### src/rtl/multicycle_chunk_adder.sv
// multicycle_chunk_adder: adds or subtracts two NUMBITS operands as a ripple of
// CHUNKBITS-wide slices, one slice per clock, LSB slice first. Subtraction uses
// A + ~B + 1, so carryout = 1 means no borrow. A completed result stays on the
// outputs until the next operation overwrites it.
module multicycle_chunk_adder #(
    parameter int unsigned NUMBITS   = 8,
    parameter int unsigned CHUNKBITS = 4
) (
    input  logic               clk,
    input  logic               reset,
    input  logic               start,
    input  logic               sub,
    input  logic [NUMBITS-1:0] A,
    input  logic [NUMBITS-1:0] B,
    output logic               busy,
    output logic               done,
    output logic [NUMBITS-1:0] result,
    output logic               carryout,
    output logic               overflow
);

    localparam int unsigned NCHUNKS = NUMBITS / CHUNKBITS;
    localparam int unsigned IDXW    = (NCHUNKS > 1) ? $clog2(NCHUNKS) : 1;
    localparam logic [IDXW-1:0] LAST_IDX = IDXW'(NCHUNKS - 1);

    localparam logic [1:0] S_IDLE = 2'd0;
    localparam logic [1:0] S_RUN  = 2'd1;
    localparam logic [1:0] S_DONE = 2'd2;

    logic [1:0]           state;
    logic [NUMBITS-1:0]   a_reg;
    logic [NUMBITS-1:0]   b_reg;
    logic                 carry_reg;
    logic [IDXW-1:0]      idx;

    logic [31:0]          chunk_base;
    logic [CHUNKBITS-1:0] a_chunk;
    logic [CHUNKBITS-1:0] b_chunk;
    logic [CHUNKBITS:0]   chunk_sum;
    logic                 last_chunk;
    logic                 accept;

    // Slice adder for the chunk currently selected by idx.
    always_comb begin
        chunk_base = 32'(idx) * CHUNKBITS;
        a_chunk    = a_reg[chunk_base +: CHUNKBITS];
        b_chunk    = b_reg[chunk_base +: CHUNKBITS];
        chunk_sum  = {1'b0, a_chunk} + {1'b0, b_chunk}
                   + {{CHUNKBITS{1'b0}}, carry_reg};
        last_chunk = (idx == LAST_IDX);
        accept     = start && ((state == S_IDLE) || (state == S_DONE));
    end

    // FSM, operand capture and per-chunk result/carry update.
    always_ff @(posedge clk) begin
        if (reset) begin
            state     <= S_IDLE;
            a_reg     <= '0;
            b_reg     <= '0;
            carry_reg <= 1'b0;
            idx       <= '0;
            result    <= '0;
            carryout  <= 1'b0;
            overflow  <= 1'b0;
        end else begin
            case (state)
                S_IDLE, S_DONE: begin
                    if (accept) begin
                        a_reg     <= A;
                        b_reg     <= B ^ {NUMBITS{sub}};
                        carry_reg <= sub;
                        idx       <= '0;
                        state     <= S_RUN;
                    end else begin
                        state     <= S_IDLE;
                    end
                end
                S_RUN: begin
                    result[chunk_base +: CHUNKBITS] <= chunk_sum[CHUNKBITS-1:0];
                    carry_reg <= chunk_sum[CHUNKBITS];
                    if (last_chunk) begin
                        // The top slice's sum bit is the result MSB, so overflow
                        // is judged here rather than from the registered result.
                        carryout <= chunk_sum[CHUNKBITS];
                        overflow <= (a_reg[NUMBITS-1] == b_reg[NUMBITS-1]) &&
                                    (chunk_sum[CHUNKBITS-1] != a_reg[NUMBITS-1]);
                        idx      <= '0;
                        state    <= S_DONE;
                    end else begin
                        idx      <= idx + 1'b1;
                    end
                end
                default: state <= S_IDLE;
            endcase
        end
    end

    // Status flags decode directly from the registered state.
    always_comb begin
        busy = (state == S_RUN);
        done = (state == S_DONE);
    end

endmodule

### config.mk
export PLATFORM = sky130hd
export DESIGN_NAME = multicycle_chunk_adder
export DESIGN_NICKNAME = d
export VERILOG_FILES = /design/src/rtl/multicycle_chunk_adder.sv
export SDC_FILE = /design/constraint.sdc
export NUM_CORES = 1
export LEC_CHECK = 0
export ABC_AREA = 1
export CORE_MARGIN = 2
export CORE_UTILIZATION = 45
export DETAILED_ROUTE_END_ITERATION = 10
export PLACE_DENSITY = 0.72
export SYNTH_ARGS = -nofsm -noshare
export SYNTH_HDL_FRONTEND = slang
export SYNTH_SLANG_ARGS = --single-unit
export TNS_END_PERCENT = 30
### constraint.sdc
create_clock -name clk -period 5.15 [get_ports clk]
set_input_delay 1.2875 -clock clk [delete_from_list [all_inputs] [get_ports clk]]
set_output_delay 1.2875 -clock clk [all_outputs]
set_load 0.03 [all_outputs]
==> out/summary.txt <==
========================================================================================
Run status ................................................................ finished clean
Antenna Nets Post-Route ...................................................            0
Adder-Cell Fraction of Synth Area .........................................        5.31%
Pin slew with the least headroom to its limit .............................     0.534 ns
Total Neg Setup Slack .....................................................         0 ns
Clock tree root driver cell ...............................................     clkbuf_4
Via count .................................................................         1223
Router iterations before antenna repair ...................................            4
Compound-gate portion of the synthesized area .............................        17.0%
Post-synth top flop .......................................................      dfxtp_1
Gr usage total ............................................................        17.5%
Count of unique library cells instantiated by Yosys .......................           26
Classification of the worst-slack hold path ...............................   reg -> reg
Boundary Pins .............................................................           32
Number of warnings issued by yosys ........................................            0
Die ar. ...................................................................    3720 um^2
Placement row count .......................................................           20
Worst hold-check slack ....................................................     0.461 ns
Post-synth EDFFs ..........................................................            0
Per-cell via count in the routed design ...................................         4.70
Clock group share of total power ..........................................        27.4%
Cell type contributing the most total cell area after synthesis ...........      dfxtp_1
H-tree levels .............................................................            2
Register clock-pin slew on the reported worst setup and hold paths ........      0.09 ns
Maximum Capacitance Violations ............................................            0
Initial antenna violation count ...........................................            0
Relative area change from synthesis to final layout .......................        24.5%
Max-slew violation count ..................................................            0
Arrival time of the worst setup path ......................................      1.68 ns
Post-synthesis mux area share .............................................           0%
Horizontal extent of the die ..............................................      61.0 um
Util after Layout .........................................................        59.1%
CP max FO .................................................................            6
CP peak stage delay .......................................................      0.67 ns
Count of buffers added by post-CTS timing repair for setup ................            0
Clock tree from TritonCTS .................................................         done
Number of buffers inserted by port buffering ..............................           31
Commonest cells post-synth ................................................ dfxtp_1, nand2_1, nor2_1
Post-route clock skew .....................................................   0.00695 ns
Share of flip-flops with an asynchronous set or reset .....................           0%
Internal power ............................................................       370 uW
Area of the core ..........................................................    3080 um^2
Vertical die dimension ....................................................      61.0 um
Share of the cycle needed by the critical path after routing ..............        57.6%
Switching part of the total power .........................................        30.5%
Dominant combinational cell family by area after synthesis ................ simple AND/OR/NAND/NOR gates
Net Count, Synth ..........................................................          211
Cell area after technology mapping ........................................    1460 um^2
Worst-case vdd ir drop ....................................................     0.168 mV
Vias in the first global route ............................................         1147
Simple-gate area share of the yosys netlist ...............................        21.1%
Post-Synth XOR/XNOR Area ..................................................        5.39%
Portion of the post-synthesis area used by sequential elements ............        41.1%
Combinational Power Share .................................................        23.3%
Worst-path cell chain ..................................................... nand2_4, clkinv_4, clkdlybuf4s50_1
Nets ......................................................................          240
Hold violation count in the final report ..................................            0
Initial cell density of the core ..........................................        47.5%
Synthesized instance count ................................................          186
Library cell with the highest instance count after synthesis ..............      dfxtp_1
Final weighted congestion in routability-driven placement .................        0.796
Cells taking the most area after synthesis ................................ dfxtp_1, o21ai_0, nand2_1
Slowest CP cell ........................................................... clkdlybuf4s50_1
Diodes inserted ...........................................................            0
Total half-perimeter wirelength after legalization and detailed placement .      2080 um
Initial detailed-routing violation count ..................................           42
Total buffers and inverters traversed by the critical path ................            2
Source-to-sink clock delay at the later pin of the worst-skew pair ........      0.33 ns
Fraction of final layout cells with drive strength greater than 1 .........        7.41%
Worst-case setup slack after placement ....................................      2.38 ns
Count of clock tree sinks .................................................           30
Slew Limit Headroom .......................................................        64.4%
Largest net degree at the start of global routing .........................           26
Fill cell total of the finished layout ....................................          313
Path type of the worst setup path .........................................   reg -> out
Power density relative to cell area .......................................  292 nW/um^2
Highest attainable clock frequency ........................................    0.337 GHz
Family of cells with the greatest summed delay on the critical path ....... buffers and inverters
Worst setup EP type .......................................................   output pin
Category of the worst setup path launch point .............................    flip-flop
Sum of internal, switching and leakage power ..............................       532 uW
Post-CTS sizing ...........................................................            0
Register bit count reported by yosys ......................................           30
Avg WL per Cell ...........................................................      10.9 um
Unrepaired setup endpoints after global routing ...........................           no
Mean cell area of the mapped netlist ......................................    7.86 um^2
Final setup violation count ...............................................            0
Total clock buffers created by CTS ........................................            5
Gr ovfl total .............................................................            0
Required time reported for the critical path endpoint .....................      3.86 ns
Total net switching power .................................................       162 uW
Final setup slack of the worst path .......................................      2.18 ns
Final min period ..........................................................      2.97 ns
Hold bufs inserted after CTS ..............................................            0
Global-route wire length before repair ....................................      4710 um
Register share of total power .............................................        49.3%
Residual DRC count ........................................................            0
Final wirelength ..........................................................      2840 um
Fraction of post-synthesis cell area in the top cell type by area .........        41.1%
Leakage ...................................................................  0.000777 uW
CTS Buffer Depth ..........................................................            2
========================================================================================
-- metrics by stage --
step / cells / area (um^2)
after floorplan: 186 / 1460
after global placement: 252 / 1760
after detailed placement: 252 / 1760
after CTS: 260 / 1820
after global routing: 260 / 1820
final: 260 / 1820
-- cells in the final DEF (no fill, tap or decap), drive strengths merged --
master and count:
a21oi 17, a31oi 1, clkbuf 7, clkdlybuf4s50 31, clkinv 2, dfxtp 30, fa 2, ha 3
inv 17, nand2 29, nand3 12, nor2 27, o21a 1, o21ai 26, o21bai 2, xnor2 8
xor2 1
-- layer usage --
layer	GRT usage [%]	up-vias	routed length, um
met4	9.32	0	44
met1	20.5	529	1260
met2	29.6	31	1350
li1	-	657	-
met5	0	-	0
met3	3.84	6	177
-- cell type report --
class                           count  area, um^2  share of cell area [%]
Timing Repair Buffer               31         310                    17.1
Sequential cell                    30         601                    33.0
Tap cell                           44        55.1                    3.03
Clock buffer                        7        55.1                    3.03
Inverter                           18        80.1                    4.40
Clock inverter                      1        5.00                   0.275
Multi-Input combinational cell    129         713                    39.2
-- cells by family after synthesis --
group	count (synthesis)
simple gates	68
compound gates	47
flops	30
buf+inv	27
xor+xnor	9
fa+ha+maj	5
-- worst min-delay path, stage by stage (launching register included) --
cell     delay, ns
dfxtp_1       0.31
inv_1         0.06
a21oi_1       0.05
-- final timing paths --
check	from	endpoint	slack, ns	depth (start not counted)
min	a_reg[1]	a_reg[1]	0.46	2
max reg2reg	idx	carryout	2.90	9
min reg2reg	a_reg[1]	a_reg[1]	0.46	2
max	state[0]	busy	2.18	3
-- power by group through the flow --
stage / Combinational [uW] / Clock [uW] / Sequential [uW]
global placement: 121 / 0 / 267
floorplan: 81.4 / 0 / 273
CTS: 125 / 147 / 262
finish: 124 / 146 / 262
global route: 139 / 158 / 265
detailed placement: 125 / 0 / 268
(Power assumes the default switching activity.)
